===== config.mk =====
export PLATFORM = sky130hd
export DESIGN_NAME = be8_sequencer
export DESIGN_NICKNAME = d
export VERILOG_FILES = /design/src/rtl/be8_pkg.sv /design/src/rtl/be8_edge_det.sv /design/src/rtl/be8_sequencer.sv
export SDC_FILE = /design/constraint.sdc
export NUM_CORES = 1
export LEC_CHECK = 0
export CAP_MARGIN = 25
export CORE_UTILIZATION = 33
export DETAILED_ROUTE_END_ITERATION = 8
export GPL_ROUTABILITY_DRIVEN = 0
export PLACE_DENSITY = 0.67
export SYNTH_ARGS = -nofsm -noshare
export SYNTH_HDL_FRONTEND = slang
export SYNTH_HIERARCHICAL = 1
export SYNTH_SLANG_ARGS = --single-unit

===== constraint.sdc =====
create_clock -name clk -period 1.7 [get_ports clk]
set_input_delay 0.34 -clock clk [delete_from_list [all_inputs] [get_ports clk]]
set_output_delay 0.34 -clock clk [all_outputs]
set_load 0.05 [all_outputs]

===== src/rtl/be8_pkg.sv =====
// Shared definitions for the BE8 microstep sequencer.
//   seq_state_t    : sequencer state encoding
//   LAST_STEP_DEF  : default highest microstep index before wrap
//   FLAG_C/FLAG_Z  : bit positions of carry and zero inside the flags bus
package be8_pkg;

    typedef enum logic [1:0] {
        ST_IDLE      = 2'd0,
        ST_RUN       = 2'd1,
        ST_WAIT_STEP = 2'd2,
        ST_HALTED    = 2'd3
    } seq_state_t;

    localparam int unsigned LAST_STEP_DEF = 3;

    localparam int FLAG_C = 1;
    localparam int FLAG_Z = 0;

endpackage


===== src/rtl/be8_edge_det.sv =====
// Registered rising-edge detector.
//   clk   : clock
//   rst_n : async active-low reset, clears the history register
//   sig   : level input
//   rise  : high for the cycle in which sig is 1 and was 0 on the previous edge
module be8_edge_det (
    input  logic clk,
    input  logic rst_n,
    input  logic sig,
    output logic rise
);

    logic sig_q;

    always_ff @(posedge clk or negedge rst_n) begin
        if (!rst_n) begin
            sig_q <= 1'b0;
        end else begin
            sig_q <= sig;
        end
    end

    assign rise = sig & ~sig_q;

endmodule


===== src/rtl/be8_sequencer.sv =====
// BE8 CPU microstep sequencer: holds instruction register, flags, microstep
// counter and retired-instruction counter, and gates datapath advance in
// free-run or single-step mode.
//
// state        | meaning
// -------------+---------------------------------------------------------
// ST_IDLE      | one cycle after reset release, picks RUN or WAIT_STEP
// ST_RUN       | free-run, every cycle is an advance cycle
// ST_WAIT_STEP | single-step, one advance per step_req rising edge
// ST_HALTED    | stopped by hlt, waits for resume
//
// Ports:
//   clk, rst_n              : clock, async active-low reset
//   run_mode                : 1 free-run, 0 single-step
//   step_req                : single-step request level (rising edge = request)
//   resume                  : one-cycle pulse to leave HALTED
//   bus_in                  : CPU bus, opcode from bits [7:4]
//   carry_in, zero_in       : ALU flag sources
//   hlt, ii_n, fi_n, nxt_n  : decoded control lines
//   opcode, flags, step     : decoder inputs
//   adv                     : registered datapath advance enable
//   halted                  : 1 while in HALTED
//   icount                  : retired-instruction counter
module be8_sequencer
    import be8_pkg::*;
#(
    parameter int unsigned CNT_W     = 8,
    parameter int unsigned LAST_STEP = LAST_STEP_DEF
) (
    input  logic             clk,
    input  logic             rst_n,
    input  logic             run_mode,
    input  logic             step_req,
    input  logic             resume,
    input  logic [7:0]       bus_in,
    input  logic             carry_in,
    input  logic             zero_in,
    input  logic             hlt,
    input  logic             ii_n,
    input  logic             fi_n,
    input  logic             nxt_n,
    output logic [3:0]       opcode,
    output logic [1:0]       flags,
    output logic [1:0]       step,
    output logic             adv,
    output logic             halted,
    output logic [CNT_W-1:0] icount
);

    localparam logic [1:0] LAST_IDX = LAST_STEP[1:0];

    seq_state_t       state_q, state_d;
    logic             adv_q, adv_d;
    logic             step_rise;
    logic [1:0]       step_q;
    logic [3:0]       opcode_q;
    logic [1:0]       flags_q;
    logic [CNT_W-1:0] icount_q;
    logic             unused_bus;

    assign unused_bus = ^bus_in[3:0];

    be8_edge_det u_step_edge (
        .clk   (clk),
        .rst_n (rst_n),
        .sig   (step_req),
        .rise  (step_rise)
    );

    // State register
    always_ff @(posedge clk or negedge rst_n) begin
        if (!rst_n) begin
            state_q <= ST_IDLE;
            adv_q   <= 1'b0;
        end else begin
            state_q <= state_d;
            adv_q   <= adv_d;
        end
    end

    // Next-state logic; hlt only counts in an advance cycle and wins over mode changes
    always_comb begin
        state_d = state_q;
        unique case (state_q)
            ST_IDLE:      state_d = run_mode ? ST_RUN : ST_WAIT_STEP;
            ST_RUN: begin
                if (adv_q && hlt)   state_d = ST_HALTED;
                else if (!run_mode) state_d = ST_WAIT_STEP;
            end
            ST_WAIT_STEP: begin
                if (adv_q && hlt)   state_d = ST_HALTED;
                else if (run_mode)  state_d = ST_RUN;
            end
            ST_HALTED: begin
                if (resume)         state_d = run_mode ? ST_RUN : ST_WAIT_STEP;
            end
            default:                state_d = ST_IDLE;
        endcase
    end

    // Output logic; adv is computed from the next state and registered, so
    // step_req edges seen outside WAIT_STEP are simply dropped.
    always_comb begin
        adv_d  = 1'b0;
        halted = (state_q == ST_HALTED);
        if (state_d == ST_RUN) begin
            adv_d = 1'b1;
        end else if (state_q == ST_WAIT_STEP && state_d == ST_WAIT_STEP) begin
            adv_d = step_rise;
        end
    end

    // Datapath registers, updated only in advance cycles
    always_ff @(posedge clk or negedge rst_n) begin
        if (!rst_n) begin
            step_q   <= 2'd0;
            opcode_q <= 4'd0;
            flags_q  <= 2'b00;
            icount_q <= '0;
        end else if (adv_q) begin
            if (!nxt_n || step_q == LAST_IDX) begin
                step_q   <= 2'd0;
                icount_q <= icount_q + 1'b1;
            end else begin
                step_q   <= step_q + 2'd1;
            end
            if (!ii_n) begin
                opcode_q <= bus_in[7:4];
            end
            if (!fi_n) begin
                flags_q[FLAG_C] <= carry_in;
                flags_q[FLAG_Z] <= zero_in;
            end
        end
    end

    assign opcode = opcode_q;
    assign flags  = flags_q;
    assign step   = step_q;
    assign adv    = adv_q;
    assign icount = icount_q;

endmodule

# Yosys cells after proc, flatten, opt, wreduce, memory -nomap -nowiden
# Index checks and enable logic that the tools add are counted.
# word_totals
reg_bits	20
out_inout_bits	18
# classes
eq_ne	6
n_mux	10
add_sub_neg	2
n_bitwise	4
reduce_logical	8
# op_table
op	n
2-bit 2-to-1 mux	7
8-bit by 1-bit adder with 8-bit output (second input constant)	1
2-bit equality test (second input constant)	4
2-bit one-hot mux with 4 select lines	1
2-bit AND reduction	3
2-bit by 1-bit equality test with 1-bit output (second input constant)	2
1-bit NOT	3
2-bit by 1-bit adder with 2-bit output (second input constant)	1
1-bit logical AND	2
2-bit zero test	1
1-bit 2-to-1 mux	2
1-bit bitwise AND	1
1-bit zero test	1
1-bit logical OR	1

# Depth between registers and ports, before layout
# depth
depth_word	7
ltp_mapped	5
depth_no_buf	4

# By module
# The synthesis kept the hierarchy.
# by_module_without_submodules
module	area_each_um2	instances	cells_per_inst
be8_sequencer	877.1	1	66
be8_edge_det	38.8	1	2

# Worst setup path before layout
# No wires, ideal clock.
# synth_timing
path_kind	reg2reg
start	reg step_q[0] (netlist: step[0])
end	reg icount_q[1] (netlist: icount[1])
path_stages_with_launch	6
path_slack_ns	0.089
t_arrival_ns	1.486
n_path_buf	1
path_cell_list	dfrtp_1 ha_1 nand2b_1 buf_6 nand2_2 mux2_4
# synth_between
elab_chain_len	3
# synth_lines
item	line	source
start: declaration	be8_sequencer.sv:55	logic [1:0] step_q;
start signal: assignment	be8_sequencer.sv:125	step_q <= step_q + 2'd1;
2-bit equality test	be8_sequencer.sv:121	if (!nxt_n || step_q == LAST_IDX) begin
1-bit logical OR	be8_sequencer.sv:121	
2-bit AND reduction (no line)	--	
end signal: assignment	be8_sequencer.sv:123	icount_q <= icount_q + 1'b1;
end: declaration	be8_sequencer.sv:58	logic [CNT_W-1:0] icount_q;
# No other way between the ends.
# A chain may end at the register's enable or synchronous reset.

# Final worst setup path
# Ends and elaborated chain as after synthesis.

==> metrics.txt <==
status=completed; dpl cells=131; design area=0.00129 mm^2; largest net degree at the start of global routing=21; Die Y-Extent=54.7 um; Yosys cell types=21; final setup vio count=0; CTS Root Cell=clkbuf_4; Worst Tran Pin Value=0.395 ns; syn_area_per_cell=13.5 um^2; routed wire length=1.71 mm; Detailed Place HPWL=1.26 mm; Die X-Extent=54.7 um; Min-Delay Path Class=input pin to async pin; non-filler cells, final=135; share of layout cells above drive strength 1=31.4%; Leakage=0.590 nW; crit-path max cell delay=0.43 ns; Power Dens Cells=1550 mW/mm^2; Arrival @ worst endpoint=1.63 ns; Largest delay share family, worst path=flip-flops; clock buffer depth=2; DRC Markers=0; vias in the first global route=620; VDD IR max=0.818 mV; most common cell after layout, fill and taps aside=dfrtp_1; Worst-Skew Late Latency=0.30 ns; CP Cell Sequence=ha_1, nand2b_1, nand2_2, mux2_4; Most used DFF post-synth=dfrtp_1; max frequency=698 MHz; Final period util=84.2%; Site Rows=18; post-synthesis cell area=916 um^2; DR pass1 iterations=2; top cells by area, synth=dfrtp_1, mux2_4, xnor2_1; htree depth=1; leading area contributor after synthesis=dfrtp_1; Pins Over Slew Limit=0; gr ovfl total=0; Reg clk slew, reported paths=0.12 ns; initial DRC count=4; Synth warnings=6; postcts setup bufs=0; Crit. End Element=register; CTS hold repair buffers=0; area delta synth->final=40.8%; Final nets=127; Max-Cap Viols=0; wire per inst=12.6 um; CTS tree=yes; final core occ=50.7%; number of port buffers=32; post-synthesis sequential area ratio=54.6%; Tot Pwr=2.00 mW; CTS sink cnt=20; first-pass GRT wire length=2.64 mm; cts repair resizes=0; Post-DRT Antenna Nets=0; Vias/cell=4.76; Initial Utilization=36.0%; CP bufs+invs=0; ys async rst share=100%; setup slack after layout=0.268 ns; Syn Nets=89; setup TNS=0 ns; Slew HR=73.7%; hold slack=0.362 ns; initial antenna violation count=0; Final Skew=0.00670 ns; count of final hold-check violations=0; Worst path depth=4; Synth top area share=54.6%; Crit Path Class=register to register; total CTS buffers=3; Critical Path RT=1.90 ns; Core Box Area=0.00254 mm^2; DP Worst Slack=0.134 ns; RSZ-0062 raised after global routing=no; placed cell areas=0.00125 mm^2; most frequent cells in the layout=dfrtp_1, buf_4, clkdlybuf4s50_1; Vias=642; Top Ports=37; Synth Instances=68; Register-to-Register Path Depth=4; Post-synth EDFFs=0; post-synthesis register bit count=20; Worst path slowest cell=dfrtp_1; die area=0.00299 mm^2; ant diodes=0; fin crit period=1.43 ns; overall global routing resource usage=12.5%; CP Launch Type=register; CP max FO=7
-- cell usage after synthesis (2+ instances only) --
library cell,count
ha_1,2
nand3b_1,2
and2_1,3
nand4_1,6
buf_6,2
nand3_1,3
xnor2_1,8
mux2_4,5
a21oi_1,3
mux2_1,2
nand4b_1,2
dfrtp_1,20
and4_1,2
-- report_power, final --
part	internal, mW	switching [mW]
Sequential	0.601	0.133
Combinational	0.378	0.611
Clock	0.130	0.147
-- sequential cells by signal (all words and copies together) (netlist names) --
name,cells
state_q,2
flags,2
adv,1
icount,8
step,2
opcode,4
u_step_edge/sig_q,1
-- path summary, 6_finish.rpt --
path / from / end / slack [ns]
max: step[0] / icount[1] / 0.27
min: rst_n / icount[0] / 0.36
max reg2reg: step[0] / icount[1] / 0.27
min reg2reg: icount[7] / icount[7] / 0.49
max in group asynchronous: rst_n / step[0] / 1.13
min in group clk: icount[7] / icount[7] / 0.49
-- worst register-to-register path, delay by kind of cell (launching register included) --
kind                     cells  cell delay, ns
adder cells (fa/ha/maj)      1            0.20
multiplexers                 1            0.30
flip-flops                   1            0.43
AND/OR/NAND/NOR              2            0.42
-- layout make-up --
cell class	instances	area (um^2)
Multi-Input combinational cell	45	389
Clock buffer	4	36.3
Tap cell	30	37.5
Inverter	1	3.75
Sequential cell	20	500
Timing Repair Buffer	35	323
Fill cell	235	1250
-- logic make-up after synthesis --
| group | count (synthesis) | share of synthesized area, % |
|---|---|---|
| compound gates | 3 | 1.64 |
| xor+xnor | 8 | 7.65 |
| fa+ha+maj | 2 | 2.73 |
| buf+inv | 3 | 2.87 |
| flops | 20 | 54.6 |
| mux | 8 | 11.7 |
| simple gates | 24 | 18.7 |
-- metal layers --
layer  global-route usage (%)  vias to the layer above  wire (um)
met1                     16.6                      310        816
met2                     19.5                       11        817
met5                        0                        -          0
met4                     5.13                        0         12
li1                         -                      319          -
met3                     2.78                        2         58
No activity file was read; power rests on OpenSTA's default activity.
